## config.mk

```make
export PLATFORM = sky130hd
export DESIGN_NAME = hazard_ctrl_unit
export DESIGN_NICKNAME = d
export VERILOG_FILES = /design/src/rtl/hazard_ctrl_unit_pkg.sv /design/src/rtl/hazard_ctrl_unit_sat_counter.sv /design/src/rtl/hazard_ctrl_unit.sv
export SDC_FILE = /design/constraint.sdc
export NUM_CORES = 1
export LEC_CHECK = 0
export CORE_ASPECT_RATIO = 2
export CORE_UTILIZATION = 40
export DETAILED_ROUTE_END_ITERATION = 7
export PLACE_DENSITY = 0.68
export SETUP_SLACK_MARGIN = 0.1
export SLEW_MARGIN = 20
export SYNTH_ARGS = -nofsm -noshare
export SYNTH_HDL_FRONTEND = slang
export SYNTH_SLANG_ARGS = --single-unit
```

## constraint.sdc

```tcl
create_clock -name clk -period 2.45 [get_ports clk]
set_clock_uncertainty 0.2 [all_clocks]
set_input_delay 0.3675 -clock clk [delete_from_list [all_inputs] [get_ports clk]]
set_output_delay 0.3675 -clock clk [all_outputs]
set_load 0.05 [all_outputs]
```

## src/rtl/hazard_ctrl_unit_pkg.sv

```systemverilog
// Shared pipeline definitions: register address width, hazard FSM states,
// and the NOP/bubble encodings that the pipeline registers load on a flush.
package pipe_pkg;

    localparam int unsigned REG_AW = 3;

    typedef enum logic [1:0] {
        RUN      = 2'd0,
        LD_STALL = 2'd1,
        MEM_WAIT = 2'd2
    } hazard_state_e;

    localparam logic [15:0] NOP_INSTR = 16'h0000;

    typedef struct packed {
        logic reg_write;
        logic mem_to_reg;
        logic mem_read;
        logic mem_write;
    } pipe_ctrl_t;

    localparam pipe_ctrl_t BUBBLE_CTRL = '0;

endpackage

```

## src/rtl/hazard_ctrl_unit_sat_counter.sv

```systemverilog
// Saturating up-counter: increments on inc and holds at all-ones.
module sat_counter #(
    parameter int unsigned W = 16
) (
    input  logic         clk,
    input  logic         rst_n,
    input  logic         inc,
    output logic [W-1:0] count
);

    logic [W-1:0] count_q;
    logic [W-1:0] count_d;

    always_comb begin
        count_d = count_q;
        if (inc && (count_q != '1)) begin
            count_d = count_q + 1'b1;
        end
    end

    always_ff @(posedge clk or negedge rst_n) begin
        if (!rst_n) begin
            count_q <= '0;
        end else begin
            count_q <= count_d;
        end
    end

    assign count = count_q;

endmodule

```

## src/rtl/hazard_ctrl_unit.sv

```systemverilog
// Decode-stage hazard controller: load-use stall, branch squash, memory freeze,
// plus saturating stall/flush counters and a sticky memory-timeout flag.
module hazard_ctrl_unit
    import pipe_pkg::*;
#(
    parameter int unsigned REG_AW       = pipe_pkg::REG_AW,
    parameter int unsigned MAX_MEM_WAIT = 15,
    parameter int unsigned CNT_W        = 16
) (
    input  logic              clk,
    input  logic              rst_n,
    input  logic [REG_AW-1:0] Rsrc1_id,
    input  logic [REG_AW-1:0] Rsrc2_id,
    input  logic              use_src1_id,
    input  logic              use_src2_id,
    input  logic [REG_AW-1:0] Rdst_ex,
    input  logic              MemRead_ex,
    input  logic              branch_ex,
    input  logic              mem_busy,
    output logic              pc_write,
    output logic              ifid_write,
    output logic              ifid_flush,
    output logic              idex_write,
    output logic              idex_flush,
    output logic              exmem_write,
    output logic [CNT_W-1:0]  stall_cnt,
    output logic [CNT_W-1:0]  flush_cnt,
    output logic              mem_timeout
);

    localparam logic [7:0] MAX_WAIT = 8'(MAX_MEM_WAIT);

    hazard_state_e state_q, state_d;
    logic [7:0]    wait_cnt_q, wait_cnt_d;
    logic          mem_timeout_q, mem_timeout_d;

    logic load_use;
    logic load_use_act;
    logic stall_inc;
    logic flush_inc;
    logic pc_write_c, ifid_write_c, ifid_flush_c, idex_flush_c, exmem_write_c;

    assign load_use = MemRead_ex &
                      ((use_src1_id & (Rsrc1_id == Rdst_ex)) |
                       (use_src2_id & (Rsrc2_id == Rdst_ex)));

    // The cycle after a stall EX holds the bubble, so the old match is stale.
    assign load_use_act = load_use & (state_q != LD_STALL);

    always_comb begin
        state_d       = state_q;
        wait_cnt_d    = wait_cnt_q;
        mem_timeout_d = mem_timeout_q;
        stall_inc     = 1'b0;
        flush_inc     = 1'b0;
        pc_write_c    = 1'b1;
        ifid_write_c  = 1'b1;
        ifid_flush_c  = 1'b0;
        idex_flush_c  = 1'b0;
        exmem_write_c = 1'b1;

        if (mem_busy) begin
            pc_write_c    = 1'b0;
            ifid_write_c  = 1'b0;
            exmem_write_c = 1'b0;
            state_d       = MEM_WAIT;
            if (wait_cnt_q != MAX_WAIT) begin
                wait_cnt_d = wait_cnt_q + 8'd1;
            end
            if (wait_cnt_d == MAX_WAIT) begin
                mem_timeout_d = 1'b1;
            end
        end else begin
            wait_cnt_d = '0;
            state_d    = RUN;
            if (branch_ex) begin
                ifid_flush_c = 1'b1;
                idex_flush_c = 1'b1;
                flush_inc    = 1'b1;
            end else if (load_use_act) begin
                pc_write_c   = 1'b0;
                ifid_write_c = 1'b0;
                idex_flush_c = 1'b1;
                stall_inc    = 1'b1;
                state_d      = LD_STALL;
            end
        end
    end

    always_ff @(posedge clk or negedge rst_n) begin
        if (!rst_n) begin
            state_q       <= RUN;
            wait_cnt_q    <= '0;
            mem_timeout_q <= 1'b0;
        end else begin
            state_q       <= state_d;
            wait_cnt_q    <= wait_cnt_d;
            mem_timeout_q <= mem_timeout_d;
        end
    end

    sat_counter #(.W(CNT_W)) u_stall_cnt (
        .clk   (clk),
        .rst_n (rst_n),
        .inc   (stall_inc),
        .count (stall_cnt)
    );

    sat_counter #(.W(CNT_W)) u_flush_cnt (
        .clk   (clk),
        .rst_n (rst_n),
        .inc   (flush_inc),
        .count (flush_cnt)
    );

    // Enables are forced off combinationally while reset is asserted.
    assign pc_write    = rst_n & pc_write_c;
    assign ifid_write  = rst_n & ifid_write_c;
    assign ifid_flush  = rst_n & ifid_flush_c;
    assign idex_write  = rst_n & exmem_write_c;
    assign idex_flush  = rst_n & idex_flush_c;
    assign exmem_write = rst_n & exmem_write_c;
    assign mem_timeout = mem_timeout_q;

endmodule
```

==> impl_results.md, run 1 <==
* I/O Pins at 55
* Fin crit period at ~2200 ps
* Post-synthesis cell type count at 40
* Placeable Area at 5373 µm²
* Sequential fraction of the synthesis area at 0.4845
* R2r startpoint: u_stall_cnt.count[0]$_DFFE_PN0P_
* Failing checks: DRC
* Vias per std cell at around 5.3
* WP buf/inv at 1
* Leak at approximately 1.4 nW
* PD cells at 679.8 nW/µm²
* Slew headroom at 0.6306
* Total GRT Usage at 0.1841
* Clock latency on the worst-skew pair at 290 ps
* Routed vias at about 1700
* Final nets at 288
* Worst-Margin Slew at 554.0 ps
* Post-Synthesis Cells at 207
* Max-cap viol count at 0
* Final hold vios at 0
* Psw at ~0.69 mW
* Die Height at 107.4 µm
* CTS Hold Bufs at 0
* Synth Register Bits at 43
* Tot Pwr at approximately 2.1 mW
* HPWL after DPL at roughly 3700 µm
* Vias in the first global route at 1771
* Hold crit path type: in -> async
* Worst Setup Start Kind: flop
* Total Die Area at approximately 6000 µm²
* Ys Warns at 0
* Area taken by multi-input logic gates at roughly 1100 µm²
* RSZ-0062 raised after global routing: false
* # rows at 38
* Clk network pwr share at 0.305
* CTS Buf Count at 5
* Die width at between 50 and 60 µm
* Syn avg cell area at 10.73 µm²
* Diodes inserted at 0
* Routed WL at approximately 5000 µm
* Reg area at 1076 µm²
* Comb power frac at 0.285
* Net Sw Frac at 0.3274
* CP Launch Point: u_stall_cnt.count[10]$_DFFE_PN0P_
* Reg power frac at 0.410
* Critical-path cell list: clkdlybuf4s50_1
* DR pass1 iterations at 6
* First-pass GRT wire length at between 7000 and 8000 µm
* Final core occ at 0.5776
* Most frequent cells in the layout: 43 x dfrtp_1, 38 x clkdlybuf4s50_1, 29 x xnor2_1, 18 x nand3_1, 14 x nand2_1
* Gr ovfl total at 0
* Port bufs at between 50 and 60
* Post-Syn Area at between 2000 and 2500 µm²
* Cell-internal power at between 1 and 1.5 mW
* Status: finished with violations
* CP max-delay cell: clkdlybuf4s50_1
* Area grow syn2layout at 39.72%
* CTS tree: done
* Layout cells sized above 1 at 0.1556
* Hold_ws at a little under 0.4 ps
* Max VDD drop at 0.6584 mV
* Fmax at 0.4565 GHz
* Initial DRC count at 52
* Post-Syn Nets at between 200 and 250
* Setup crit end kind: output port
* WL/cell at about 15 µm
* Slew Limit Fails at 0
* Crit share post-route at 0.8940
* Routed Antenna Nets at 0
* Number of fillers in the final layout at about 450
* Max FO, Critical Path at 6
* CP top delay family: buffers and inverters
* Critical path class: reg -> out
* Worst path max stage delay at 870 ps
* CTS Buffer Depth at 2
* Post-layout instance area at slightly above 3000 µm²
* Largest net degree at the start of global routing at 44
* # DRC at 3
* CP arrival at around 1600 ps
* DP Area at ~2900 µm²
* Commonest non-fill, non-tap cell in the layout: dfrtp_1
* Clock sinks at between 40 and 50
* Clock H-tree levels at 2
* CTS Root Cell: clkbuf_8
* Worst Path Required at 1880 ps
* Final setup fails at 0
* Gpl congestion at around 0.74
* Clock slew seen by the registers of the worst setup and hold paths at around 80 ps
* Antenna violations before repair at 0
* Starting Density at 0.4134
kinds of logic (layout without fill, tap and decap cells):
| kind of cell | after synthesis | in the layout | synth area share |
|---|---|---|---|
| adders and majority gates | 3 | 3 | 0.01690 |
| xor gates and xnor gates | 41 | 41 | 0.1651 |
| and+or+nand+nor | 90 | 90 | 0.2349 |
| muxes | 4 | 4 | 0.02084 |
| DFF | 43 | 43 | 0.4845 |
| buffers and inverters | 10 | 73 | 0.02816 |
| AOI/OAI and AO/OA | 16 | 16 | 0.04957 |
synth_stat cells:
library cell  instances  area [µm²]
a21boi_0              2       15.01
nand2_1              15       56.30
o21a_1                1       7.510
buf_6                 2       22.52
mux2_1                1       11.26
and4_4                1       11.26
nand4_1              11       68.82
and4_1                3       26.28
o22ai_1               1       6.260
nand2b_1              3       18.77
o21ai_0               3       15.01
nand3_2               4       40.04
and2_0                1       6.260
nor4_1                1       6.260
mux2_4                1       15.01
nor2_2                1       6.260
o31ai_1               1       7.510
xnor2_2               1       16.27
dfrtp_1              43        1076
xor2_1                9       78.83
clkbuf_1              3       11.26
nand3_1              19       95.09
inv_1                 1       3.750
a21oi_1               3       15.01
ha_1                  3       37.54
buf_2                 2       10.01
nor3_1                1       5.000
xnor2_1              31       271.5
a21o_1                1       7.510
a31oi_1               2       12.51
nor2_1               10       37.54
and2_1                6       37.54
nor2b_1               2       12.51
a21oi_2               1       8.760
nor3_2                1       10.01
buf_4                 2       15.01
and3_1               10       62.56
a2111oi_2             1       15.01
mux2i_1               2       20.02
nand4_4               1       21.27
path summary, 6_finish.rpt:
| check | slack, ps | cells past startpoint | endpoint |
|---|---|---|---|
| max | 260 | 1 | stall_cnt[10] |
| min | 0.4 | 2 | u_flush_cnt.count[3]$_DFFE_PN0P_ |
| max reg2reg | 470 | 7 | u_stall_cnt.count[11]$_DFFE_PN0P_ |
| min reg2reg | 270 | 1 | mem_timeout$_DFFE_PN0P_ |
| max in group asynchronous | 1680 | 2 | u_flush_cnt.count[9]$_DFFE_PN0P_ |
| min in group clk | 270 | 1 | mem_timeout$_DFFE_PN0P_ |
power groups by stage:
stage / combinational [mW] / clock, mW / sequential (mW)
floorplan: 0.147 / 0 / 1.09
global placement: 0.588 / 0 / 0.877
detailed placement: 0.599 / 0 / 0.881
CTS: 0.603 / 0.664 / 0.866
global route: 0.642 / 0.684 / 0.881
finish: 0.602 / 0.643 / 0.864
metrics by stage:
| stage | setup slack [ps] | instances | TNS, ps |
|---|---|---|---|
| global route | 201.1 | 330 | 0 |
| global placement | -40.06 | 320 | -47.00 |
| CTS | 80.20 | 330 | 0 |
| finish | 259.7 | 330 | 0 |
| floorplan | 211.9 | 207 | 0 |
| detailed placement | -83.94 | 320 | -324.4 |
flip-flops by register name, indices dropped and copies added, names as in the netlist:
signal	flops
u_flush_cnt.count	16
u_stall_cnt.count	16
wait_cnt_q	8
state_q	2
mem_timeout	1
area by class of cell:
class	count	area share
Multi-Input combinational cell	154	0.3661
Clock buffer	6	0.02339
Sequential cell	43	0.3468
Tap cell	60	0.02419
Inverter	1	0.001210
Timing Repair Buffer	64	0.2190
Clock inverter	2	0.01935
worst reg2reg max path, delay by kind of cell, from the launching register on:
kind          cells  cell delay (ps)
xor+xnor          1              150
buf+inv           1              140
fa+ha+maj         1              230
simple gates      4              710
flops             1              430
metal layers:
metal | GRT usage | part of all wire
met5 | 0 | 0
met4 | 0.07509 | 0.014
met3 | 0.04096 | 0.046
met2 | 0.3313 | 0.57
met1 | 0.1900 | 0.37
timing repair:
item,in CTS,in global routing
setup endpoints to repair,3,12
pin swaps,2,10
gates resized for setup,1,17
hold endpoints to repair,0,0
buffers inserted,2,0
Power figures use the tool's default switching activity.
==> inputs of run 2 (changes only) <==
--- a/config.mk
+++ b/config.mk
@@ -8,6 +8,7 @@
 export CORE_ASPECT_RATIO = 2
 export CORE_UTILIZATION = 40
 export DETAILED_ROUTE_END_ITERATION = 7
+export HOLD_SLACK_MARGIN = 0.15
 export PLACE_DENSITY = 0.68
 export SETUP_SLACK_MARGIN = 0.1
 export SLEW_MARGIN = 20
==> impl_results.md, run 2 (synthesis gave the netlist of run 1 again) <==
* Worst-Margin Slew at between 500 and 600 ps
* Post-layout instance area at between 3000 and 4000 µm²
* Clock slew seen by the registers of the worst setup and hold paths at approximately 80 ps
* Port bufs at 54
* R2r worst-path depth at 7
* Worst Setup Start Kind: flop
* Routed WL at around 5000 µm
* Antenna violations before repair at 0
* PD cells at slightly below 700 nW/µm²
* R2r startpoint: u_stall_cnt.count[0]$_DFFE_PN0P_
* Starting Density at 0.4134
* Worst r2r dst: u_stall_cnt.count[11]$_DFFE_PN0P_
* Max VDD drop at between 0.6 and 0.7 mV
* CTS Buffer Depth at 2
* Routed vias at between 1500 and 2000
* Area grow syn2layout at 40.17%
* Worst path max stage delay at 870 ps
* Gr ovfl total at 0
* Total Die Area at 5872 µm²
* Hold wc startpoint: mem_timeout$_DFFE_PN0P_
* Status: finished with violations
* Max-cap viol count at 0
* WHS Path Cells at 1
* CP max-delay cell: clkdlybuf4s50_1
* Diodes inserted at 0
* Met3 wire len at 227 µm
* Setup crit end kind: output port
* # DRC at 3
* Routed Antenna Nets at 0
* # rows at 38
* CTS tree: done
* Die width at between 50 and 60 µm
* Max FO, Critical Path at 6
* DP Area at between 2000 and 3000 µm²
* Clock latency on the worst-skew pair at approximately 290 ps
* Worst Path Required at ~1900 ps
* WL met2 at roughly 2800 µm
* Commonest non-fill, non-tap cell in the layout: dfrtp_1
* HPWL after DPL at 3661 µm
* CP arrival at ~1600 ps
* CTS Buf Count at 5
* Leak at between 1 and 1.5 nW
* Crit share post-route at 0.8940
* Most frequent cells in the layout: 43 x dfrtp_1, 38 x clkdlybuf4s50_1, 29 x xnor2_1, 18 x nand3_1, 14 x nand2_1
* Clock H-tree levels at 2
* Placeable Area at 5373 µm²
* Failing checks: DRC
* Clock sinks at between 40 and 50
* WP buf/inv at 1
* CP top delay family: buffers and inverters
* R2r setup slk at ~480 ps
* Stages on worst setup path at 1
* Area taken by multi-input logic gates at ~1100 µm²
* Top Metal Used: met4
* Metal-1 WL at about 1800 µm
* Die Height at about 110 µm
* Fin crit period at 2190 ps
* WL/cell at 15.05 µm
* DR pass1 iterations at 6
* Critical path class: reg -> out
* Fmax at around 0.46 GHz
* CP Launch Point: u_stall_cnt.count[10]$_DFFE_PN0P_
* CTS Root Cell: clkbuf_8
* Slew Limit Fails at 0
* Final nets at just under 300
* Gpl congestion at approximately 0.74
* Tot Pwr at about 2.1 mW
* Slew headroom at 0.6305
* Number of fillers in the final layout at between 400 and 500
* I/O Pins at 55
* WHS Endpoint: mem_timeout$_DFFE_PN0P_
* Critical-path cell list: clkdlybuf4s50_1
* Vias per std cell at between 5 and 6
* First-pass GRT wire length at between 7000 and 8000 µm
* Hold crit path type: reg -> reg
* Final setup fails at 0
* Final hold vios at 0
* Initial DRC count at between 50 and 60
* Reg area at 1076 µm²
* RSZ-0062 raised after global routing: false
* Total GRT Usage at 0.1841
* Layout cells sized above 1 at 0.1550
* Vias in the first global route at 1772
* Largest net degree at the start of global routing at 44
-- run 2: changes by cell type in the layout (fill, tap and decap cells not counted), sizes merged --
cell,before,now
dlygate4sd3,0,1
-- run 2: where the power goes --
part | internal (mW) | switching (mW)
sequential | 0.780 | 0.0847
clock | 0.407 | 0.235
combinational | 0.233 | 0.370
-- run 2: how the worst max path moves through the flow --
| stage | endpoint | slack (ps) |
|---|---|---|
| 6_report | stall_cnt[10] | 260 |
| 4_1_cts | pc_write | 80 |
| 5_1_grt | stall_cnt[10] | 200 |
| 2_1_floorplan | pc_write | 210 |
| 3_3_place_gp | u_stall_cnt.count[15]$_DFFE_PN0P_ | -40 |
| 3_5_place_dp | u_stall_cnt.count[15]$_DFFE_PN0P_ | -80 |
-- run 2: stage by stage --
stage	std cells	setup WS [ps]	hold WS [ps]	setup TNS [ps]	util
after floorplan	207	211.9	-128.1	0	-
after global placement	320	-40.06	246.4	-47.00	0.5359
after detailed placement	320	-83.94	251.2	-324.4	0.5359
after CTS	331	80.20	270.0	0	0.5661
after global routing	331	201.1	293.0	0	0.5794
final	331	259.7	265.4	0	0.5794
-- run 2: cell type report --
| class | instances | area share |
|---|---|---|
| inverters | 1 | 0.001206 |
| repair buffers | 65 | 0.2215 |
| clock inverters | 2 | 0.01929 |
| clock buffers | 6 | 0.02331 |
| flip-flops and latches | 43 | 0.3457 |
| well taps | 60 | 0.02412 |
| multi-input cells | 154 | 0.3650 |
-- run 2: repair_timing --
action,4_1_cts,5_1_grt
endpoints found under the hold margin,43,0
pin swaps,2,10
setup buffers,2,0
hold buffers,1,0
endpoints found under the setup margin,3,12
resized for setup,1,17
-- run 2: metal layers --
layer / vias to the layer above / global-route usage
met2: 54 / 0.3313
met4: 0 / 0.07509
met1: 841 / 0.1900
met3: 6 / 0.04096
met5: - / 0
li1: 839 / -
